**config.mk**
```make
export PLATFORM = sky130hd
export DESIGN_NAME = dsi_hs_sequencer
export DESIGN_NICKNAME = d
export VERILOG_FILES = /design/src/rtl/dsi_seq_pkg.sv /design/src/rtl/dsi_seq_timer.sv /design/src/rtl/dsi_hs_sequencer.sv
export SDC_FILE = /design/constraint.sdc
export NUM_CORES = 1
export LEC_CHECK = 0
export ABC_CLOCK_PERIOD_IN_PS = 2900
export CELL_PAD_IN_SITES_DETAIL_PLACEMENT = 0
export CELL_PAD_IN_SITES_GLOBAL_PLACEMENT = 1
export CORE_ASPECT_RATIO = 0.75
export CORE_MARGIN = 3
export CORE_UTILIZATION = 27
export CTS_BUF_LIST = sky130_fd_sc_hd__clkbuf_4
export DETAILED_ROUTE_END_ITERATION = 12
export GPL_TIMING_DRIVEN = 0
export PLACE_DENSITY_LB_ADDON = 0.1
export SKIP_LAST_GASP = 1
export SLEW_MARGIN = 20
export SYNTH_ARGS = -nofsm -noshare
export SYNTH_HDL_FRONTEND = slang
export SYNTH_SLANG_ARGS = --single-unit
```
**constraint.sdc**
```tcl
create_clock -name clk_sys -period 2.9 [get_ports clk_sys]
set_clock_uncertainty 0.2 [all_clocks]
set_input_delay 0.435 -clock clk_sys [delete_from_list [all_inputs] [get_ports clk_sys]]
set_output_delay 0.435 -clock clk_sys [all_outputs]
set_load 0.02 [all_outputs]
```
**src/rtl/dsi_seq_pkg.sv**
```systemverilog
// -----------------------------------------------------------------------------
// dsi_seq_pkg
// Shared definitions for the DSI high-speed burst sequencer:
//   CNT_W             - width of the cycle counters (clock pre/post, LP gap)
//   FILL_BYTE_DEFAULT - byte placed on the data lanes when nothing is streamed
//   seq_state_e       - sequencer states
//   gap_target()      - where a burst ends up once the clock lane is settled
// -----------------------------------------------------------------------------
package dsi_seq_pkg;

   localparam int         CNT_W             = 8;
   localparam logic [7:0] FILL_BYTE_DEFAULT = 8'h00;

   typedef enum logic [3:0] {
      ST_IDLE,
      ST_CLK_GO,
      ST_CLK_PRE,
      ST_DATA_GO,
      ST_STREAM,
      ST_DATA_TRAIL,
      ST_CLK_POST,
      ST_CLK_TRAIL,
      ST_LP_GAP
   } seq_state_e;

   // A zero LP gap means the state is skipped outright rather than held for
   // one cycle.
   function automatic seq_state_e gap_target(input logic [CNT_W-1:0] gap);
      return (gap == '0) ? ST_IDLE : ST_LP_GAP;
   endfunction

endpackage

```
**src/rtl/dsi_seq_timer.sv**
```systemverilog
// -----------------------------------------------------------------------------
// dsi_seq_timer
// Loadable down-counter shared by the timed sequencer states.
//   clk_sys  in  clock
//   rst      in  synchronous active-high reset
//   load     in  load load_val this cycle (state entry)
//   load_val in  cycle count; the state lasts exactly this many cycles
//   done     out high in the last cycle of the count
// The counter stops at zero and never wraps.
// -----------------------------------------------------------------------------
module dsi_seq_timer
   import dsi_seq_pkg::*;
(
   input  logic             clk_sys,
   input  logic             rst,
   input  logic             load,
   input  logic [CNT_W-1:0] load_val,
   output logic             done
);

   logic [CNT_W-1:0] count_q;
   logic [CNT_W-1:0] count_d;

   always_comb begin
      count_d = count_q;
      if (load) begin
         count_d = load_val;
      end else if (count_q != '0) begin
         count_d = count_q - 1'b1;
      end
   end

   always_ff @(posedge clk_sys) begin
      if (rst) begin
         count_q <= '0;
      end else begin
         count_q <= count_d;
      end
   end

   // The count loaded at entry is seen in the first cycle of the state, so
   // the final cycle is the one where the count reads 1 (or 0 if idle).
   assign done = (count_q[CNT_W-1:1] == '0);

endmodule

```
**src/rtl/dsi_hs_sequencer.sv**
```systemverilog
// -----------------------------------------------------------------------------
// dsi_hs_sequencer
// Sequences one DSI high-speed burst: brings up the clock lane, waits the
// clock-pre time, starts the data lanes, streams the packet, collects lane
// end-of-transmission acks, waits clock-post, releases the clock lane (unless
// it runs continuously) and enforces a minimum LP gap before the next burst.
// Ports:
//   clk_sys, rst                        clock, synchronous active-high reset
//   cfg_clk_continuous                  keep clock lane in HS between bursts
//   cfg_clk_pre/post, cfg_lp_gap        cycle counts, sampled at state entry
//   s_tdata/s_tvalid/s_tlast/s_tready   packet stream, byte i -> lane i
//   clk_lane_*                          clock-lane request/status
//   dat_lane_start/fin_rqst, dat_lane_data   broadcast to all data lanes
//   dat_lane_data_rqst/active/fin_ack   per-lane status
//   busy, err_underflow, err_clr        status, sticky underflow flag + clear
// -----------------------------------------------------------------------------
module dsi_hs_sequencer
   import dsi_seq_pkg::*;
#(
   parameter int         LANES     = 4,
   parameter logic [7:0] FILL_BYTE = FILL_BYTE_DEFAULT
) (
   input  logic                 clk_sys,
   input  logic                 rst,
   input  logic                 cfg_clk_continuous,
   input  logic [7:0]           cfg_clk_pre,
   input  logic [7:0]           cfg_clk_post,
   input  logic [7:0]           cfg_lp_gap,
   input  logic [8*LANES-1:0]   s_tdata,
   input  logic                 s_tvalid,
   input  logic                 s_tlast,
   output logic                 s_tready,
   output logic                 clk_lane_start_rqst,
   output logic                 clk_lane_fin_rqst,
   input  logic                 clk_lane_active,
   input  logic                 clk_lane_fin_ack,
   output logic                 dat_lane_start_rqst,
   output logic                 dat_lane_fin_rqst,
   output logic [8*LANES-1:0]   dat_lane_data,
   input  logic [LANES-1:0]     dat_lane_data_rqst,
   input  logic [LANES-1:0]     dat_lane_active,
   input  logic [LANES-1:0]     dat_lane_fin_ack,
   output logic                 busy,
   output logic                 err_underflow,
   input  logic                 err_clr
);

   localparam logic [8*LANES-1:0] FILL_WORD = {LANES{FILL_BYTE}};

   seq_state_e          state_q, state_d;
   logic [LANES-1:0]    ack_mask_q, ack_mask_d;
   logic [8*LANES-1:0]  data_q, data_d;
   logic                cstart_q, cstart_d;
   logic                cfin_q, cfin_d;
   logic                dstart_q, dstart_d;
   logic                dfin_q, dfin_d;
   logic                err_q, err_d;

   logic                entering;
   logic [CNT_W-1:0]    tmr_val;
   logic                tmr_done;
   logic                lanes_rdy, beat, underflow, acks_done;
   seq_state_e          pre_tgt, post_exit_tgt;

   // Lane HS status is carried on the interface for the PHY wrapper; the
   // sequencing itself is driven purely by data_rqst and fin_ack.
   logic                unused_lane_active;
   assign unused_lane_active = ^dat_lane_active;

   assign lanes_rdy = &dat_lane_data_rqst;
   // The handshake that carries s_tlast moves the FSM out of STREAM, so
   // s_tready drops automatically once the last word is taken.
   assign s_tready  = (state_q == ST_STREAM) && lanes_rdy;
   assign beat      = s_tready && s_tvalid;
   assign underflow = s_tready && !s_tvalid;
   // Include this cycle's acks so the final ack ends DATA_TRAIL immediately.
   assign acks_done = &(ack_mask_q | dat_lane_fin_ack);

   // A zero pre/post count skips its state instead of spending one cycle in it.
   assign pre_tgt       = (cfg_clk_pre == '0) ? ST_DATA_GO : ST_CLK_PRE;
   assign post_exit_tgt = cfg_clk_continuous ? gap_target(cfg_lp_gap) : ST_CLK_TRAIL;

   always_comb begin
      state_d = state_q;
      unique case (state_q)
         ST_IDLE: begin
            if (s_tvalid) begin
               state_d = clk_lane_active ? pre_tgt : ST_CLK_GO;
            end else if (!cfg_clk_continuous && clk_lane_active) begin
               // Continuous mode was switched off with the clock still running.
               state_d = ST_CLK_TRAIL;
            end
         end
         ST_CLK_GO:     if (clk_lane_active)  state_d = pre_tgt;
         ST_CLK_PRE:    if (tmr_done)         state_d = ST_DATA_GO;
         ST_DATA_GO:    if (lanes_rdy)        state_d = ST_STREAM;
         ST_STREAM:     if (beat && s_tlast)  state_d = ST_DATA_TRAIL;
         ST_DATA_TRAIL: begin
            if (acks_done) begin
               state_d = (cfg_clk_post == '0) ? post_exit_tgt : ST_CLK_POST;
            end
         end
         ST_CLK_POST:   if (tmr_done)         state_d = post_exit_tgt;
         ST_CLK_TRAIL:  if (clk_lane_fin_ack) state_d = gap_target(cfg_lp_gap);
         ST_LP_GAP:     if (tmr_done)         state_d = ST_IDLE;
         default:                             state_d = ST_IDLE;
      endcase
   end

   always_comb begin
      entering = (state_d != state_q);
      tmr_val  = '0;
      case (state_d)
         ST_CLK_PRE:  tmr_val = cfg_clk_pre;
         ST_CLK_POST: tmr_val = cfg_clk_post;
         ST_LP_GAP:   tmr_val = cfg_lp_gap;
         default:     tmr_val = '0;
      endcase

      // Request pulses are registered so they coincide with the first cycle
      // spent in the state they belong to.
      cstart_d = entering && (state_d == ST_CLK_GO);
      dstart_d = entering && (state_d == ST_DATA_GO);
      cfin_d   = entering && (state_d == ST_CLK_TRAIL);
      dfin_d   = beat && s_tlast;

      data_d = FILL_WORD;
      if (beat) begin
         data_d = s_tdata;
      end

      ack_mask_d = '0;
      if ((state_q == ST_DATA_TRAIL) && (state_d == ST_DATA_TRAIL)) begin
         ack_mask_d = ack_mask_q | dat_lane_fin_ack;
      end

      // A new underflow wins over a simultaneous clear.
      err_d = underflow || (err_q && !err_clr);
   end

   always_ff @(posedge clk_sys) begin
      if (rst) begin
         state_q    <= ST_IDLE;
         ack_mask_q <= '0;
         data_q     <= FILL_WORD;
         cstart_q   <= 1'b0;
         cfin_q     <= 1'b0;
         dstart_q   <= 1'b0;
         dfin_q     <= 1'b0;
         err_q      <= 1'b0;
      end else begin
         state_q    <= state_d;
         ack_mask_q <= ack_mask_d;
         data_q     <= data_d;
         cstart_q   <= cstart_d;
         cfin_q     <= cfin_d;
         dstart_q   <= dstart_d;
         dfin_q     <= dfin_d;
         err_q      <= err_d;
      end
   end

   dsi_seq_timer u_timer (
      .clk_sys  (clk_sys),
      .rst      (rst),
      .load     (entering),
      .load_val (tmr_val),
      .done     (tmr_done)
   );

   assign clk_lane_start_rqst = cstart_q;
   assign clk_lane_fin_rqst   = cfin_q;
   assign dat_lane_start_rqst = dstart_q;
   assign dat_lane_fin_rqst   = dfin_q;
   assign dat_lane_data       = data_q;
   assign err_underflow       = err_q;
   assign busy                = (state_q != ST_IDLE);

endmodule

```
==> metrics.txt <==
outcome=finished, final reports clean; fin crit period=2.84 ns; die width=117 um; asr flop ratio synth=0%; Main synth FF type=dfxtp_1; CP Buf/Inv Count=3; Syn. warnings=0; max-slew violations=0; port bufs=110; total track usage=15.1%; number of flops mapped to enable cells by yosys=0; core area=8740 um2; Synth Instances=285; Max clock buf depth=2; CTS tree=yes; Hold Crit Class=reg2reg; CP Cell Sequence=dlygate4sd2_1, or4_4, or3_4, buf_4, o211ai_1, a22o_1, buf_4, nor3_2, o221ai_1, a21oi_1; Synth top cells by count=dfxtp_1, and2_1, nor2_1; routed length per placed instance=15.4 um; I/O Pins=115; largest area contributor in the netlist=dfxtp_1; share of layout cells above drive strength 1=16.1%; Synth Register Bits=53; Slowest cell on crit path=or4_4; CTS Hold Bufs=0; cell with the most instances after synthesis=dfxtp_1; crit start category=input port; final hold slack=0.286 ns; final hold violation count=0; drt first pass iters=4; area delta synth->final=63.3%; logic gate share of total power=approximately 54%; Die Span Y=just under 90 um; Yosys cell types=52; vias per cell=4.70; Worst VDD drop=0.000218 V; Max H-tree Level=2; CP Data Required Time=2.98 ns; Reg power frac=33.3%; Seq/Total Area, Yosys=between 40% and 50%; share of the synthesized area in the top cell type=42.3%; CP endpoint kind=flip-flop; GPL Wtd Cong=between 0.8 and 0.9; CP max FO=10; Worst path top cell family by delay=simple AND/OR/NAND/NOR gates; fin nets=493; DRC viols=0; power per cell area=659 nW/um2; Psw=between 1 and 1.5 mW; TritonCTS buffer count=5; critical path type=in2reg; Core Rows=29; first-pass GRT wire length=12.4 mm; synthesized cell area=2510 um2; Clock transition at path regs=between 0.15 and 0.2 ns; Clock Power Share=about an eighth; via count=between 2,000 and 3,000; Slew HR=34.6%; Hold Crit Depth=2; Starting Density=28.7%; Routed Wire Length=roughly 8.3 mm; switching part of the total=40.9%; initial antenna violation count=0; post-route insts no fill=541; top post-synthesis cells by area=dfxtp_1, and2_1, nor2_1; Diodes inserted=0; via count of the first global-routing pass=2,351; Mapped Nets=~360; cell leakage power=between 1.5 and 2 nW; Top cell by count, worst path=buf_4; crit path DAT=2.92 ns; CTS Root Cell=clkbuf_4; final worst path period share=between 90% and 100%; Slowest Stage Delay on Critical Path=0.52 ns; average cell area after synthesis=8.81 um2; dpl cells=~520; max cap viols=0; die area=10,500 um2; worst slew pin tran=0.957 ns; Setup violations, final=0; FF-to-FF path depth=8; worst skew pair latency=approximately 0.39 ns; internal power=1.60 mW; hpwl dp=6.38 mm; highest clock rate=0.352 GHz; CP Depth=10; Clock Sinks=53; GR Overflow Total=0; Final ANT Viol Nets=0; drt initial violations=138; pin count of the biggest net entering global routing=18
## stage by stage
| stage | cell area [um2] | utilization [%] | worst slack, ns | total power [mW] | TNS, ns |
|---|---|---|---|---|---|
| after floorplan | 2510 | - | 0.0260 | 1.65 | 0 |
| after global placement | 3770 | 43.1 | -0.750 | 2.01 | -13.00 |
| after detailed placement | 3770 | 43.1 | -0.740 | 2.01 | -11.86 |
| after CTS | 3930 | 45.0 | -0.0129 | 2.54 | -0.0129 |
| after global routing | 4100 | 46.9 | -0.0315 | 2.87 | -0.101 |
| final | 4100 | 46.9 | 0.0593 | 2.70 | 0 |
## layer usage
metal | track usage [%] | vias up | wire length [um]
met5 | 0 | - | 0
met4 | 4.15 | 0 | 71
met3 | 4.87 | 8 | 738
met2 | 22.7 | 92 | 3620
met1 | 21.1 | 1154 | 3900
li1 | - | 1287 | -
## power by group through the flow
stage | sequential (mW) | combinational [mW] | clock, mW
floorplan | 0.868 | 0.780 | 0
global placement | 0.875 | 1.14 | 0
detailed placement | 0.874 | 1.14 | 0
CTS | 0.889 | 1.28 | 0.368
global route | 0.914 | 1.57 | 0.395
finish | 0.899 | 1.46 | 0.348
## cell families (layout without fill, tap and decap cells)
group	count (synthesis)	after routing	synth area share, %
AND/OR/NAND/NOR	141	141	32.9
flip-flops	53	53	42.3
AO/OA/AOI/OAI	51	51	16.5
buffers and inverters	33	165	5.78
XOR/XNOR	6	6	2.09
adder cells (fa/ha/maj)	1	1	0.498
## area by class of cell
class / count / area (um2)
Buffer: 13 / 85.1
Clock inverter: 3 / 21.3
Tap cell: 124 / 155
Inverter: 18 / 67.6
Fill cell: 863 / 4650
Timing Repair Buffer: 126 / 1210
Sequential cell: 53 / 1070
Multi-Input combinational cell: 199 / 1450
Clock buffer: 5 / 37.5
## state kept, by name, summed over array words and instances, names as in the netlist, 4 cells and up
register	count
ack_mask_q	4
u_timer.count_q	8
state_q	4
dat_lane_data	32
## worst min-delay path, stage by stage (launching register included)
cell and delay (ns):
dfxtp_1 0.34, nor2_1 0.08, nor2_1 0.05
## path summary, 6_finish.rpt
check / to / from / slack (ns)
worst min-delay path: ack_mask_q[0] / ack_mask_q[0] / 0.29
worst max-delay path: u_timer.count_q[3] / cfg_clk_post[7] / 0.06
worst max register to register: clk_lane_start_rqst / u_timer.count_q[2] / 0.07
worst min register to register: ack_mask_q[0] / ack_mask_q[0] / 0.29
## placed cells by master (no fill, tap or decap), types with 8 or more instances in the layout
master / netlist / final
clkdlybuf4s50_1: 0 / 100
dfxtp_1: 53 / 49
and2_1: 37 / 37
nor2_1: 26 / 26
inv_1: 18 / 18
buf_4: 0 / 17
nand2_1: 14 / 14
nor3_1: 16 / 10
or4_1: 11 / 9
clkbuf_4: 0 / 8
dlygate4sd2_1: 0 / 8
## what timing repair did
item	CTS	global route
pin swaps	14	12
endpoints found under the setup margin	13	12
cloned	1	1
gates resized for setup	35	28
setup buffers	6	8
(Power assumes the default switching activity.)
